**src/rtl/pingpong_counter_gen_if.sv**
```systemverilog
// Bus bundle for pingpong_counter_gen: control/bounds in, count and event pulses out.
// BOUNCE_CNT exists only when PPC_BOUNCE_COUNT_EN is defined.
interface pingpong_counter_gen_if #(
   parameter int WIDTH  = 8,
   parameter int BCNT_W = 8
);
   logic             ENABLE;
   logic             FLIP;
   logic [1:0]       MODE;
   logic [WIDTH-1:0] MAX;
   logic [WIDTH-1:0] MIN;
   logic [WIDTH-1:0] STEP;
   logic [WIDTH-1:0] OUT;
   logic             DIRECTION;
   logic             TURN;
   logic             WRAP;
`ifdef PPC_BOUNCE_COUNT_EN
   logic [BCNT_W-1:0] BOUNCE_CNT;
`endif

   modport master (
      output ENABLE, FLIP, MODE, MAX, MIN, STEP,
`ifdef PPC_BOUNCE_COUNT_EN
      input  BOUNCE_CNT,
`endif
      input  OUT, DIRECTION, TURN, WRAP
   );

   modport slave (
      input  ENABLE, FLIP, MODE, MAX, MIN, STEP,
`ifdef PPC_BOUNCE_COUNT_EN
      output BOUNCE_CNT,
`endif
      output OUT, DIRECTION, TURN, WRAP
   );
endinterface

```
**src/rtl/pingpong_counter_gen.sv**
```systemverilog
// Multi-mode bounded counter: ping-pong, up-wrap, down-wrap, hold, with TURN/WRAP pulses.
// Optional saturating event counter on BOUNCE_CNT when PPC_BOUNCE_COUNT_EN is defined.
module pingpong_counter_gen #(
   parameter int WIDTH  = 8,
   parameter int BCNT_W = 8
) (
   input  logic                   CLK,
   input  logic                   RESET,
   pingpong_counter_gen_if.slave  bus
);

   typedef enum logic [1:0] {
      MODE_PINGPONG = 2'b00,
      MODE_UPWRAP   = 2'b01,
      MODE_DNWRAP   = 2'b10,
      MODE_HOLD     = 2'b11
   } mode_t;

   logic [WIDTH-1:0] r_out;
   logic             r_dir;
   logic             r_turn;
   logic             r_wrap;

   mode_t            w_mode;
   logic             w_valid;
   logic             w_dflip;
   logic [WIDTH:0]   w_s;
   logic [WIDTH:0]   w_up;
   logic [WIDTH:0]   w_dn_lim;
   logic [WIDTH-1:0] w_up_sat;
   logic [WIDTH-1:0] w_dn_sat;
   logic [WIDTH-1:0] w_out_nxt;
   logic             w_dir_nxt;
   logic             w_turn_nxt;
   logic             w_wrap_nxt;

   assign w_mode  = mode_t'(bus.MODE);
   assign w_valid = bus.MIN < bus.MAX;
   assign w_dflip = r_dir ^ bus.FLIP;
   assign w_s     = (bus.STEP == '0) ? (WIDTH+1)'(1) : {1'b0, bus.STEP};

   // One extra bit on the sums keeps OUT+s and MIN+s from wrapping before the clamp.
   assign w_up     = {1'b0, r_out} + w_s;
   assign w_dn_lim = {1'b0, bus.MIN} + w_s;
   assign w_up_sat = (w_up > {1'b0, bus.MAX}) ? bus.MAX : w_up[WIDTH-1:0];
   assign w_dn_sat = ({1'b0, r_out} < w_dn_lim) ? bus.MIN : (r_out - w_s[WIDTH-1:0]);

   always_comb begin
      w_out_nxt  = r_out;
      w_dir_nxt  = r_dir;
      w_turn_nxt = 1'b0;
      w_wrap_nxt = 1'b0;
      if (bus.ENABLE && (w_mode != MODE_HOLD) && w_valid) begin
         if (r_out > bus.MAX) begin
            w_out_nxt = bus.MAX;
         end else if (r_out < bus.MIN) begin
            w_out_nxt = bus.MIN;
         end else begin
            case (w_mode)
               MODE_PINGPONG: begin
                  // At a bound the step away from it equals the normal clamped step.
                  if (w_dflip && (r_out == bus.MAX)) begin
                     w_dir_nxt  = 1'b0;
                     w_out_nxt  = w_dn_sat;
                     w_turn_nxt = 1'b1;
                  end else if (!w_dflip && (r_out == bus.MIN)) begin
                     w_dir_nxt  = 1'b1;
                     w_out_nxt  = w_up_sat;
                     w_turn_nxt = 1'b1;
                  end else begin
                     w_dir_nxt = w_dflip;
                     w_out_nxt = w_dflip ? w_up_sat : w_dn_sat;
                  end
               end
               MODE_UPWRAP: begin
                  w_dir_nxt = 1'b1;
                  if (r_out == bus.MAX) begin
                     w_out_nxt  = bus.MIN;
                     w_wrap_nxt = 1'b1;
                  end else begin
                     w_out_nxt = w_up_sat;
                  end
               end
               MODE_DNWRAP: begin
                  w_dir_nxt = 1'b0;
                  if (r_out == bus.MIN) begin
                     w_out_nxt  = bus.MAX;
                     w_wrap_nxt = 1'b1;
                  end else begin
                     w_out_nxt = w_dn_sat;
                  end
               end
               default: begin
                  w_out_nxt = r_out;
               end
            endcase
         end
      end
   end

   always_ff @(posedge CLK) begin
      if (RESET) begin
         r_out  <= w_valid ? bus.MIN : '0;
         r_dir  <= 1'b1;
         r_turn <= 1'b0;
         r_wrap <= 1'b0;
      end else begin
         r_out  <= w_out_nxt;
         r_dir  <= w_dir_nxt;
         r_turn <= w_turn_nxt;
         r_wrap <= w_wrap_nxt;
      end
   end

   assign bus.OUT       = r_out;
   assign bus.DIRECTION = r_dir;
   assign bus.TURN      = r_turn;
   assign bus.WRAP      = r_wrap;

`ifdef PPC_BOUNCE_COUNT_EN
   logic [BCNT_W-1:0] r_bcnt;

   // Counts on the same edge that raises TURN/WRAP, so the two update together.
   always_ff @(posedge CLK) begin
      if (RESET) begin
         r_bcnt <= '0;
      end else if ((w_turn_nxt || w_wrap_nxt) && (r_bcnt != '1)) begin
         r_bcnt <= r_bcnt + BCNT_W'(1);
      end
   end

   assign bus.BOUNCE_CNT = r_bcnt;
`endif

endmodule

```
**src/flat_wrapper.sv**
```systemverilog
// flat-port wrapper written by rule: the top's interface ports become plain ports
module pingpong_counter_gen_flat 
#(
   parameter int WIDTH  = 8,
   parameter int BCNT_W = 8
)
  (CLK, RESET, bus_ENABLE, bus_FLIP, bus_MODE, bus_MAX, bus_MIN, bus_STEP, bus_OUT, bus_DIRECTION, bus_TURN, bus_WRAP);
  pingpong_counter_gen_if #(.WIDTH(WIDTH), .BCNT_W(BCNT_W)) bus_i ();
  input  logic CLK;
  input  logic RESET;
  input wire logic [$bits(bus_i.ENABLE)-1:0] bus_ENABLE;
  input wire logic [$bits(bus_i.FLIP)-1:0] bus_FLIP;
  input wire logic [$bits(bus_i.MODE)-1:0] bus_MODE;
  input wire logic [$bits(bus_i.MAX)-1:0] bus_MAX;
  input wire logic [$bits(bus_i.MIN)-1:0] bus_MIN;
  input wire logic [$bits(bus_i.STEP)-1:0] bus_STEP;
  output wire logic [$bits(bus_i.OUT)-1:0] bus_OUT;
  output wire logic [$bits(bus_i.DIRECTION)-1:0] bus_DIRECTION;
  output wire logic [$bits(bus_i.TURN)-1:0] bus_TURN;
  output wire logic [$bits(bus_i.WRAP)-1:0] bus_WRAP;
  assign bus_i.ENABLE = bus_ENABLE;
  assign bus_i.FLIP = bus_FLIP;
  assign bus_i.MODE = bus_MODE;
  assign bus_i.MAX = bus_MAX;
  assign bus_i.MIN = bus_MIN;
  assign bus_i.STEP = bus_STEP;
  assign bus_OUT = bus_i.OUT;
  assign bus_DIRECTION = bus_i.DIRECTION;
  assign bus_TURN = bus_i.TURN;
  assign bus_WRAP = bus_i.WRAP;
  pingpong_counter_gen #(.WIDTH(WIDTH), .BCNT_W(BCNT_W)) u_core (.CLK(CLK), .RESET(RESET), .bus(bus_i));
endmodule
```
**config.mk**
```make
export PLATFORM = sky130hd
export DESIGN_NAME = pingpong_counter_gen_flat
export DESIGN_NICKNAME = d
export VERILOG_FILES = /design/src/rtl/pingpong_counter_gen_if.sv /design/src/rtl/pingpong_counter_gen.sv /design/src/flat_wrapper.sv
export SDC_FILE = /design/constraint.sdc
export NUM_CORES = 1
export LEC_CHECK = 0
export ABC_AREA = 1
export BUFFER_PORTS_ARGS = -buffer_cell sky130_fd_sc_hd__buf_4
export CAP_MARGIN = 20
export CORE_ASPECT_RATIO = 1.1
export CORE_MARGIN = 4
export CORE_UTILIZATION = 35
export CTS_CLUSTER_SIZE = 25
export DETAILED_ROUTE_END_ITERATION = 10
export MAX_ROUTING_LAYER = met4
export PLACE_DENSITY = 0.51
export SYNTH_ARGS = -nofsm -noshare
export SYNTH_HDL_FRONTEND = slang
export SYNTH_SLANG_ARGS = --single-unit
```
**constraint.sdc**
```tcl
create_clock -name CLK -period 8.8 [get_ports CLK]
set_input_delay 1.76 -clock CLK [delete_from_list [all_inputs] [get_ports CLK]]
set_output_delay 1.76 -clock CLK [all_outputs]
set_load 0.1 [all_outputs]
```
Yosys cells after proc, flatten, opt, wreduce, memory -nomap -nowiden
Cells that the tools add are included.
{"block": "totals", "wordCells": 58, "out_inout_bits": 11, "romBits": 0, "ramBits": 0, "ff_bits": 11, "memories": 0, "latch_bits": 0}
{"block": "op_classes", "n_div": 0, "reduce_logical": 14, "n_mul": 0, "n_mux": 22, "n_eq_ne": 5, "bitwise_logic": 5, "shift": 0, "magnitude_cmp": 5, "n_addsub": 3}
{"cell": "8-bit two-way mux", "n": 13}
{"cell": "8-bit case mux with 3 select lines", "n": 1}
{"cell": "8-bit by 9-bit adder with 9-bit output", "n": 2}
{"cell": "8-bit == test", "n": 2}
{"cell": "8-bit < comparator", "n": 2}
{"cell": "9-bit by 8-bit > comparator with 1-bit output", "n": 1}
{"cell": "8-bit by 9-bit < comparator with 1-bit output", "n": 1}
{"cell": "8-bit > comparator", "n": 1}
{"cell": "8-bit logical NOT", "n": 1}
{"cell": "8-bit subtractor", "n": 1}
{"cell": "1-bit two-way mux", "n": 6}
{"cell": "6-bit nonzero test", "n": 1}
{"cell": "5-bit OR reduction", "n": 1}
{"cell": "1-bit logical AND", "n": 4}
{"cell": "1-bit NOT", "n": 4}
{"cell": "4-bit AND reduction", "n": 1}
{"cell": "4-bit OR reduction", "n": 1}
{"cell": "1-bit case mux with 3 select lines", "n": 1}
{"cell": "3-bit nonzero test", "n": 1}
{"cell": "2-bit by 1-bit == test with 1-bit output, second input constant", "n": 1}
{"cell": "2-bit == test, second input constant", "n": 1}
{"cell": "2-bit logical NOT", "n": 1}
{"cell": "2-bit != test, second input constant", "n": 1}
{"cell": "1-bit case mux with 2 select lines", "n": 1}
{"cell": "4 further kinds", "n": 4}

Longest topological paths before layout
Gate-level depths: netlist of the first run.
{"block": "depth", "depth_word": 13, "mapped_depth": 29}

Worst setup path after synthesis of the first run
OpenSTA, ideal clock, no wires.
{"block": "synth_timing", "path_type": "input -> register", "from": "input bus_STEP[5]", "to": "register u_core.r_out[7], in the netlist u_core.bus.OUT[7], data pin", "setup_ns": 0.252, "stages": 27, "slack_ns": 4.096, "n_path_buf": 1, "required_time_ns": 8.548, "t_arrival_ns": 4.452, "cell_sequence": "nor4_1 a41o_1 ha_1 fa_1 nand3_1 nand2_2 nand3_2 nand2_1 xor2_1 inv_2 ha_1 nand2_1 nor2_1 nand2_1 nand3_1 nand2_1 nand2_1 nand2_2 nand2_2 buf_6 nand2_1 nand3_1 nand3_1 nand2_1 nand2_1 nand2_1 nand2_1"}
{"block": "synth_via", "elab_chain_len": 13}
{"element": "start: declaration", "line_no": "flat_wrapper.sv:16", "rtl": "input wire logic [$bits(bus_i.STEP)-1:0] bus_STEP;"}
{"element": "8-bit logical NOT", "line_no": "pingpong_counter_gen.sv:40", "rtl": "assign w_s = (bus.STEP == '0) ? (WIDTH+1)'(1) : {1'b0, bus.STEP};"}
{"element": "8-bit two-way mux *", "line_no": "pingpong_counter_gen.sv:40"}
{"element": "8-bit by 9-bit adder with 9-bit output (on tied branches)", "line_no": "pingpong_counter_gen.sv:44, pingpong_counter_gen.sv:43"}
{"element": "8-bit by 9-bit < comparator with 1-bit output / 9-bit by 8-bit > comparator with 1-bit output (equally long branches)", "line_no": "pingpong_counter_gen.sv:46, pingpong_counter_gen.sv:45"}
{"element": "8-bit two-way mux (on tied branches)", "line_no": "pingpong_counter_gen.sv:46, pingpong_counter_gen.sv:45"}
{"element": "8-bit two-way mux", "line_no": "pingpong_counter_gen.sv:72", "rtl": "w_out_nxt = w_dflip ? w_up_sat : w_dn_sat;"}
{"element": "8-bit two-way mux", "line_no": "pingpong_counter_gen.sv:66", "rtl": "end else if (!w_dflip && (r_out == bus.MIN)) begin"}
{"element": "8-bit two-way mux", "line_no": "pingpong_counter_gen.sv:62", "rtl": "if (w_dflip && (r_out == bus.MAX)) begin"}
{"element": "8-bit case mux with 3 select lines *", "line_no": "pingpong_counter_gen.sv:59", "rtl": "case (w_mode)"}
{"element": "8-bit two-way mux *", "line_no": "pingpong_counter_gen.sv:56", "rtl": "end else if (r_out < bus.MIN) begin"}
{"element": "8-bit two-way mux *", "line_no": "pingpong_counter_gen.sv:54", "rtl": "if (r_out > bus.MAX) begin"}
{"element": "8-bit two-way mux *", "line_no": "pingpong_counter_gen.sv:53", "rtl": "if (bus.ENABLE && (w_mode != MODE_HOLD) && w_valid) begin"}
{"element": "8-bit two-way mux *", "line_no": "pingpong_counter_gen.sv:102", "rtl": "if (RESET) begin"}
{"element": "end signal: assignment", "line_no": "pingpong_counter_gen.sv:103", "rtl": "r_out <= w_valid ? bus.MIN : '0;"}
{"element": "end signal: assignment", "line_no": "pingpong_counter_gen.sv:108", "rtl": "r_out <= w_out_nxt;"}
{"element": "end: declaration", "line_no": "pingpong_counter_gen.sv:19", "rtl": "logic [WIDTH-1:0] r_out;"}
Mark *: on every way between the ends. The rest lies on a longest branch, timed or not. The select of a mux whose other input is x is not followed.
A chain may end at the register's enable or synchronous reset.

Worst setup path after layout of the first run
{"block": "layout_timing", "from": "input bus_STEP[5]", "to": "register u_core.r_out[4], in the netlist u_core.bus.OUT[4], data pin"}
Same word-level chain as after synthesis.

==> impl_metrics.json, run 1 <==
{
  "clock_skew_ns": 0.0184,
  "cts_tree": "built",
  "dr.first_iter.drc_count": 154,
  "finalHoldViolations": 0,
  "ys_seq_area_frac": 0.0932,
  "synth.net_count": 615,
  "avgSynthCellArea_um2": 6.24,
  "syn2layout_area_growth_pct": 13.1,
  "die_y_um": 109,
  "cts_sinks": 11,
  "wl_per_cell_um": 16.1,
  "synth_top_cell_by_area": "ha_1",
  "postCtsResizedCells": 0,
  "cts_buffers": 3,
  "netlist_area_um2": 3220,
  "fin_crit_sh": 0.573,
  "fillers": 996,
  "synth_top_area_frac": 0.256,
  "gp_congestion": 0.921,
  "grtUsageTotal": 0.212,
  "synth_flop_cell": "edfxtp_1",
  "wirelength_um": 10700,
  "antenna_cells": 0,
  "clockRootBuffer": "clkbuf_8",
  "timing.final.max_slew_violations": 0,
  "required_ns": 8.80,
  "grt_pass1_wl_um": 17400,
  "worstSetupStartpointType": "input port",
  "ctsHoldBuffers": 0,
  "power_uw": 666,
  "hpwl_um": 8980,
  "worstMarginPinSlew_ns": 0.708,
  "drive_above_1_share": 0.148,
  "grt_max_degree": 15,
  "drc_errors": 0,
  "clk_latency_ns": 0.26,
  "worstPathMaxFanout": 11,
  "dieWidth_um": 99.5,
  "grt-ovfl-total": 0,
  "power_density_nw_per_um2": 183,
  "rows": 36,
  "cts_buffer_depth": 2,
  "clk_pin_slew_ns": 0.05,
  "postLayoutCoreUtil": 0.408,
  "grt_pass1_vias": 3351,
  "synth_edf_count": 8,
  "fin_crit_ns": 5.04,
  "path_class": "in2reg",
  "first_pass_iters": 4,
  "antenna_found_initial": 0,
  "fin_nets": 649,
  "crit_arrival_ns": 5.04,
  "setup_violations": 0,
  "hp-class": "reg2reg",
  "synthCells": 516,
  "synth_cell_types": 43,
  "maxCapViolCount": 0,
  "die_area_um2": 10800,
  "detail-route-antenna-nets": 0,
  "max_freq_mhz": 198,
  "ys_warn_count": 0,
  "vias": 3360,
  "end_kind": "flop",
  "cts.htree.levels": 1,
  "core_um2": 8920,
  "vias_per_cell": 5.07,
  "ys_async_sr_fraction": 0,
  "ir_drop_mv": 0.0661,
  "slew_headroom": 0.526,
  "status": "completed",
  "hold_ws_ns": 0.520,
  "synth.area.top_cells": "ha_1 26%, nand2_1 19%, edfxtp_1 7.5%",
  "leakage_nw": 2.05,
  "rsz0062_at_grt": "no",
  "postCtsSetupBuffers": 0,
  "synth-seq-cells": 11,
  "initial_utilization": 0.361,
  "portBuffers": 40,
  "timing.setup.tns_ns": 0,
  "ios": 41
}
per-layer routing:
metal	vias up	global-route usage	routed length [um]	share of wire
met2	114	0.362	5070	0.47
met4	0	0.0615	267	0.025
li1	1757	-	-	-
met1	1469	0.264	4610	0.43
met5	-	-	0	0
met3	20	0.0219	728	0.068
logic make-up (layout without fill, tap and decap cells):
kind of cell | after synthesis | count (layout) | synth area share
flip-flops | 11 | 11 | 0.0932
AND/OR/NAND/NOR | 252 | 252 | 0.330
AO/OA/AOI/OAI | 77 | 77 | 0.146
XOR/XNOR | 14 | 14 | 0.0381
adder cells (fa/ha/maj) | 69 | 69 | 0.275
buffers and inverters | 93 | 126 | 0.117
critical path: stages:
cell and delay, ns:
buf_4 0.14, nor4_1 0.27, a41o_1 0.26, ha_1 0.21
fa_1 0.23, nand3_1 0.11, nand2_2 0.11, nand3_2 0.08
nand2_1 0.08, xor2_1 0.19, inv_2 0.06, ha_1 0.29
nand2_1 0.07, nor2_1 0.12, nand2_1 0.06, nand3_1 0.08
nand2_1 0.05, nand2_1 0.06, nand2_2 0.09, nand2_2 0.20
nand2_1 0.08, o211ai_1 0.09, nand2_1 0.10, nand2_1 0.07
nand2_1 0.08, nand2_1 0.06, nand2_1 0.04
synth_stat cells (2+ instances only):
cell        n
ha_1       66
nand2_1   161
a21oi_2     2
nand4_1     5
nand2_2     7
nand3_1    31
xnor2_1     3
o21ai_0    13
o21ai_1     6
buf_6       3
a21o_1      2
clkbuf_1    6
o211ai_1    5
inv_1      60
xor2_1     11
a221oi_1    3
a21oi_1    28
o22ai_1     5
a211oi_1    2
nor3_1      6
dfxtp_1     3
fa_1        3
a31oi_1     6
inv_2      21
nor2_1     33
edfxtp_1    8
final timing paths:
path	cells after the start	to	slack, ns	start
setup reg to reg	24	u_core.bus.OUT[4]	5.27	u_core.bus.OUT[3]
hold reg to reg	2	u_core.bus.DIRECTION	0.52	u_core.bus.DIRECTION
setup / recovery	27	u_core.bus.OUT[4]	3.76	bus_STEP[5]
hold / removal	2	u_core.bus.DIRECTION	0.52	u_core.bus.DIRECTION
layout by cell type, fill, tap and decap left out, drive strengths merged:
master   Yosys  routed
a31oi        6       6
a21oi       30      30
and2         1       1
edfxtp       8       8
inv         81      81
clkinv       1       2
nand2      169     169
nor2        35      35
o2111ai      1       1
a221oi       3       3
o21ai       20      20
nor3         7       7
or2          1       1
xnor2        3       3
xor2        11      11
ha          66      66
nor4         1       1
fa           3       3
nand4        5       5
a211oi       2       2
o21bai       1       1
nor3b        1       1
buf          5      40
o22ai        5       5
a21o         2       2
o31ai        1       1
o211ai       5       5
a41o         1       1
nand3       32      32
dfxtp        3       3
clkbuf       6       3
layout make-up:
type                    instances  area (um2)  area share
clock inverters                 1        5.00     0.00137
clock buffers                   3        41.3      0.0113
multi-input cells             412        2540       0.699
repair buffers                 40         300      0.0825
inverters                      82         308      0.0845
flip-flops and latches         11         300      0.0825
well taps                     114         143      0.0392
state kept, by name (all words and copies together) (netlist names):
name,flops
u_core.bus.OUT,8
u_core.bus.DIRECTION,1
u_core.bus.WRAP,1
u_core.bus.TURN,1
power breakdown:
group          leakage, nW  total [mW]  internal [mW]  switching, mW
clock network       0.0255      0.0566         0.0313         0.0252
registers            0.106      0.0919         0.0681         0.0238
logic                 1.92       0.518          0.168          0.349
total                 2.05       0.666          0.268          0.398
per-stage QoR:
step	std cells	setup slack, ns	cell area, um2
finish	663	3.76	3640
global route	663	3.26	3640
CTS	663	3.78	3640
detailed placement	659	3.52	3590
global placement	659	3.54	3590
floorplan	516	4.10	3220
Power figures use the tool's default switching activity.
==> run 2: changes to the inputs <==
--- a/config.mk
+++ b/config.mk
@@ -5,7 +5,7 @@
 export SDC_FILE = /design/constraint.sdc
 export NUM_CORES = 1
 export LEC_CHECK = 0
-export ABC_AREA = 1
+export ABC_AREA = 0
 export BUFFER_PORTS_ARGS = -buffer_cell sky130_fd_sc_hd__buf_4
 export CAP_MARGIN = 20
 export CORE_ASPECT_RATIO = 1.1
==> constraint.sdc (replaced) <==
create_clock -name CLK -period 4.9 [get_ports CLK]
set_input_delay 0.98 -clock CLK [delete_from_list [all_inputs] [get_ports CLK]]
set_output_delay 0.98 -clock CLK [all_outputs]
set_load 0.1 [all_outputs]
==> run 2 against run 1 <==
Net effect:
- routed wire length is 15% higher
- core utilization is 5.6 points higher
- die area is 0.54% higher
- final cell count is 9.7% lower
- via count is 5.5% higher
- largest cell class unchanged
==> impl_metrics.json, run 2 <==
{
  "status": "completed",
  "antenna_found_initial": 0,
  "power_density_nw_per_um2": 447,
  "pwr-share-seq": 0.099,
  "p_clk_frac": 0.057,
  "avgSynthCellArea_um2": 7.81,
  "portBuffers": 40,
  "synth_top_family_by_area": "compound AO/OA/AOI/OAI gates",
  "swShare": 0.544,
  "synth_top_area_frac": 0.255,
  "cts_buffer_depth": 2,
  "setup_violations": 0,
  "wl_per_cell_um": 20.6,
  "synth.net_count": 514,
  "cts.htree.levels": 1,
  "fin_crit_ns": 4.83,
  "power_mw": 1.86,
  "leakage_nw": 1.96,
  "dr.first_iter.drc_count": 226,
  "clockRootBuffer": "clkbuf_8",
  "final_area_um2": 4160,
  "synth.area.top_cells": "ha_1 25%, edfxtp_1 7.4%, inv_1 4.5%",
  "hpwl_um": 10000,
  "synth_xor_xnor_area_share": 0.0379,
  "ir_drop_mv": 0.200,
  "grtUsageTotal": 0.232,
  "first_pass_iters": 5,
  "synth_compound_area_frac": 0.322,
  "drive_above_1_share": 0.243,
  "largest_register_ffs": 8,
  "grt_pass1_wl_um": 18900,
  "synth_flop_cell": "edfxtp_1",
  "finalHoldViolations": 0,
  "rows": 36,
  "ys_seq_area_frac": 0.0927,
  "dpl_cell_area_um2": 3950,
  "yosysMostFrequentCell": "ha_1",
  "worstMarginPinSlew_ns": 0.866,
  "ios": 41,
  "grt_max_degree": 14,
  "muxShareOfSynthArea": 0.0162,
  "synthTopCellsByCount": "66 x ha_1, 39 x inv_1, 29 x nand2_1, 21 x o21ai_0, 18 x nor2_1",
  "internal_power_uw": 849,
  "crit_arrival_ns": 4.81,
  "syn2layout_area_growth_pct": 28.5,
  "p_comb_frac": 0.844,
  "fin_nets": 585,
  "initial_utilization": 0.361,
  "netlist_area_um2": 3240,
  "grt_pass1_vias": 3530,
  "grt-ovfl-total": 0,
  "worstSetupStartpointType": "input port",
  "synth_top_cell_by_area": "ha_1",
  "ctsHoldBuffers": 0,
  "timing.final.max_slew_violations": 0,
  "dieWidth_um": 99.7,
  "path_class": "in2reg",
  "p_switching_mw": 1.01,
  "vias_per_cell": 5.92,
  "yosys.area_share.adder": 0.273,
  "cts_sinks": 11,
  "detail-route-antenna-nets": 0,
  "synthCells": 415,
  "worstPathMaxFanout": 3,
  "synth-seq-cells": 11,
  "required_ns": 4.88,
  "core_um2": 8960,
  "synth_cell_types": 60,
  "clk_latency_ns": 0.25,
  "ys_async_sr_fraction": 0,
  "slew_headroom": 0.407,
  "fin_crit_sh": 0.986,
  "die_area_um2": 10900,
  "drc_errors": 0,
  "end_kind": "flop",
  "final_common_cell": "buf_4",
  "rsz0062_at_grt": "yes",
  "clock_skew_ns": 0.00136,
  "die_y_um": 109,
  "synth_edf_count": 8,
  "clk_pin_slew_ns": 0.07,
  "timing.setup.tns_ns": 0,
  "antenna_cells": 0,
  "cts_tree": "built",
  "wirelength_um": 12300,
  "maxCapViolCount": 0,
  "vias": 3545,
  "hp-class": "reg2reg",
  "final_cell_mix": "77 x buf_4, 64 x ha_1, 38 x inv_1",
  "fillers": 928,
  "yosys.area_share.simple": 0.196,
  "ys_warn_count": 0,
  "cts_buffers": 3,
  "gp_congestion": 0.929,
  "max_freq_mhz": 207
}
-- run 2: cell types whose count changed in the layout (fill, tap and decap cells not counted), sizes merged, moves of 9 or more --
cell and change:
a21oi -14, o221ai +14, nand3 -24, nor2 -17, o21a +10, a21o +9
inv -42, nand2b +9, nand2 -140, buf +40, o31ai +9
-- run 2: cells by family after synthesis --
kind of cell	count (synthesis)
multiplexers	5
adder cells (fa/ha/maj)	69
flip-flops	11
XOR/XNOR	14
buffers and inverters	53
AO/OA/AOI/OAI	144
AND/OR/NAND/NOR	119
-- run 2: layer usage --
metal | vias to the layer above | GRT usage | wire length, um
met5 | - | - | 0
li1 | 1729 | - | -
met4 | 0 | 0.100 | 485
met2 | 120 | 0.401 | 6060
met1 | 1669 | 0.274 | 5150
met3 | 27 | 0.0211 | 613
-- run 2: worst paths after layout --
path | endpoint | startpoint | slack (ns) | cells after the start
max | u_core.bus.OUT[4] | bus_STEP[6] | 0.07 | 18
min | u_core.bus.DIRECTION | u_core.bus.DIRECTION | 0.63 | 2
max reg2reg | u_core.bus.OUT[4] | u_core.bus.OUT[2] | 0.88 | 14
min reg2reg | u_core.bus.DIRECTION | u_core.bus.DIRECTION | 0.63 | 2
-- run 2: area by class of cell --
type,count,area [um2],area share
clock buffer,4,45.0,0.0108
inverter,39,146,0.0352
multi-input combinational,351,2910,0.700
sequential,11,300,0.0722
tap,114,143,0.0343
timing repair buffer,80,616,0.148
-- run 2: repair_timing --
action,in CTS,in global routing
pin swaps,3,17
gates resized for setup,0,25
setup buffers,2,4
setup endpoints to repair,7,8
-- run 2: metrics by stage --
stage	instances	worst slack (ns)	hold slack [ns]	utilization
5_1_grt	599	-0.100	0.681	0.464
3_3_place_gp	589	-0.204	0.600	0.440
6_report	599	0.0680	0.631	0.464
4_1_cts	595	0.00609	0.629	0.447
3_5_place_dp	589	-0.330	0.608	0.440
2_1_floorplan	415	-0.0624	1.17	-
-- run 2: worst max-delay path, cell delays in order --
cell      delay (ns)
buf_8           0.10
nor4_4          0.31
a41o_1          0.24
ha_2            0.19
fa_2            0.23
nand2b_4        0.07
a221oi_4        0.28
mux2_4          0.32
a2111o_1        0.32
inv_2           0.08
ha_4            0.20
a211oi_4        0.25
nand2b_1        0.13
o221a_4         0.25
nor3_4          0.19
mux2_4          0.34
a211oi_2        0.17
o221ai_1        0.15
-- run 2: power by group through the flow --
| stage | Combinational (mW) | Sequential (mW) | Clock, mW |
|---|---|---|---|
| after floorplan | 0.837 | 0.308 | 0 |
| after global placement | 1.43 | 0.185 | 0 |
| after detailed placement | 1.44 | 0.187 | 0 |
| after CTS | 1.45 | 0.184 | 0.107 |
| after global routing | 1.71 | 0.189 | 0.112 |
| final | 1.57 | 0.183 | 0.107 |
==> run 3: changes to the inputs <==
--- a/config.mk
+++ b/config.mk
@@ -8,7 +8,7 @@
 export ABC_AREA = 0
 export BUFFER_PORTS_ARGS = -buffer_cell sky130_fd_sc_hd__buf_4
 export CAP_MARGIN = 20
-export CORE_ASPECT_RATIO = 1.1
+export CORE_ASPECT_RATIO = 0.9
 export CORE_MARGIN = 4
 export CORE_UTILIZATION = 35
 export CTS_CLUSTER_SIZE = 25
==> run 3 against run 2 <==
Net effect:
- the run now ends with setup timing left
- worst hold slack worse by 0.0052 ns
- critical path type unchanged
- highest routed layer unchanged
- sequential power hardly changed
- fmax is 1.8% lower
- largest power group unchanged
- non-clock buffer count is 2 lower
- sequential cell count stayed put
==> impl_metrics.json, run 3 (synthesis gave the netlist of run 2 again) <==
{
  "clk_latency_ns": 0.25,
  "status": "complete, but fails checks",
  "clock_skew_ns": 0.00170,
  "wirelength_um": 12500,
  "hp-start": "u_core.bus.DIRECTION",
  "slowest_stage": "mux2_4",
  "final_cells": 605,
  "violations": "setup timing",
  "drive_above_1_share": 0.230,
  "required_ns": 4.88,
  "dieWidth_um": 109,
  "timing.final.max_slew_violations": 0,
  "antenna_found_initial": 0,
  "maxCapViolCount": 0,
  "r2r_slack_ns": 0.80,
  "die_y_um": 99.3,
  "path_class": "in2reg",
  "setup_violations": 2,
  "hp-class": "reg2reg",
  "max_freq_mhz": 203,
  "cts_sinks": 11,
  "crit_path_frequent_cell": "mux2_4",
  "rsz0062_at_grt": "yes",
  "worstMarginPinSlew_ns": 0.831,
  "core_um2": 9080,
  "cts_buffers": 3,
  "wl_per_cell_um": 20.7,
  "final_cell_mix": "74 x buf_4, 64 x ha_1, 38 x inv_1",
  "dr.first_iter.drc_count": 342,
  "holdPathEnd": "u_core.bus.DIRECTION",
  "crit_buf_inv": 2,
  "syn2layout_area_growth_pct": 27.3,
  "cts.htree.levels": 1,
  "cpLargestDelayFamily": "compound AO/OA/AOI/OAI gates",
  "regArea_um2": 300,
  "vias": 3688,
  "grt_max_degree": 14,
  "multi_input_area_um2": 2880,
  "drc_errors": 0,
  "fillers": 960,
  "worstPathMaxFanout": 4,
  "grt-ovfl-total": 0,
  "die_area_um2": 10900,
  "worstPathCellList": "buf_6 -> nor4_4 -> a41o_1 -> ha_2 -> fa_2 -> nand2b_4 -> a221oi_4 -> mux2_4 -> a2111o_1 -> inv_2 -> ha_4 -> a211oi_4 -> nand2b_1 -> o221a_4 -> nor3_4 -> mux2_4 -> a211oi_2 -> o221ai_1",
  "clockRootBuffer": "clkbuf_8",
  "worstSetupStartpointType": "input port",
  "vias_per_cell": 6.10,
  "finalHoldViolations": 0,
  "r2r-end": "u_core.bus.OUT[4]",
  "portBuffers": 40,
  "pre_cts_slack_ns": -0.381,
  "first_pass_iters": 5,
  "place_inst": 598,
  "rows": 33,
  "r2r-start": "u_core.bus.OUT[0]",
  "setup_ws_ns": -0.0213,
  "hold_depth": 2,
  "largest_register_ffs": 8,
  "initial_utilization": 0.357,
  "cpPeakStageDelay_ns": 0.34,
  "ir_drop_mv": 0.331,
  "fin_crit_sh": 1.00,
  "cts_buffer_depth": 2,
  "detail-route-antenna-nets": 0,
  "slew_headroom": 0.440,
  "grtUsageTotal": 0.235,
  "gp_congestion": 0.934,
  "crit_arrival_ns": 4.90,
  "power_density_nw_per_um2": 454,
  "fin_nets": 583,
  "postLayoutCoreUtil": 0.454,
  "final_common_cell": "buf_4",
  "hpwl_um": 10100,
  "cts_tree": "built",
  "grt_pass1_wl_um": 19200,
  "ios": 41,
  "end_kind": "flop",
  "antenna_cells": 0,
  "grt_pass1_vias": 3487,
  "clk_pin_slew_ns": 0.06,
  "cp-startpoint": "bus_STEP[6]",
  "leakage_nw": 1.95,
  "fin_crit_ns": 4.92,
  "reg2regPathDepth": 15
}
==> run 3: cell types whose count changed in the layout (fill, tap and decap cells not counted), moves of 2 or more <==
cell      previous run  this run
buf_4               77        74
buf_6                2         4
o31ai_4              2         0
a211oi_1             4         6
a211oi_2             4         2
==> run 3: cell type report <==
cell class              instances  share of cell area
well taps                     122              0.0370
flip-flops and latches         11              0.0728
inverters                      39              0.0355
clock buffers                   4              0.0109
multi-input cells             351               0.698
repair buffers                 78               0.146
==> run 3: worst max path at each step <==
stage	endpoint	cells after the start	slack [ns]
2_1_floorplan	u_core.bus.OUT[4]	17	-0.06
3_3_place_gp	u_core.bus.OUT[2]	18	-0.35
3_5_place_dp	u_core.bus.OUT[2]	18	-0.38
4_1_cts	u_core.bus.OUT[4]	18	0.006
5_1_grt	u_core.bus.OUT[4]	18	-0.22
6_report	u_core.bus.OUT[4]	18	-0.02
==> run 3: metal layers <==
metal / vias up / wire length (um) / global-route usage
met5: - / 0 / -
li1: 1733 / - / -
met3: 22 / 1070 / 0.0305
met2: 196 / 5350 / 0.344
met1: 1737 / 5850 / 0.342
met4: 0 / 267 / 0.0518
==> run 3: worst min-delay path, delay by kind of cell (launching register included) <==
family,cells,cell delay (ns)
compound gates,1,0.14
simple gates,1,0.09
flops,1,0.37
==> run 3: report_power, final <==
| group | leakage (nW) | switching [mW] | total (mW) | internal [mW] |
|---|---|---|---|---|
| clock network | 0.0228 | 0.0427 | 0.100 | 0.0576 |
| registers | 0.106 | 0.0517 | 0.182 | 0.130 |
| logic | 1.82 | 0.935 | 1.59 | 0.654 |
==> run 3: through the flow <==
step | power (mW) | hold WS [ns] | instance area [um2] | setup TNS, ns
finish | 1.87 | 0.626 | 4130 | -0.0310
global route | 2.00 | 0.645 | 4130 | -1.09
CTS | 1.76 | 0.627 | 4030 | 0
detailed placement | 1.63 | 0.612 | 3960 | -2.61
global placement | 1.61 | 0.593 | 3960 | -1.87
floorplan | 1.15 | 1.17 | 3300 | -0.0624
==> run 3: timing repair <==
item	CTS	global route
endpoints found under the setup margin	8	8
pin swaps	8	7
setup buffers	0	3
gates cloned	0	0
hold buffers	0	0
gates resized for setup	5	13
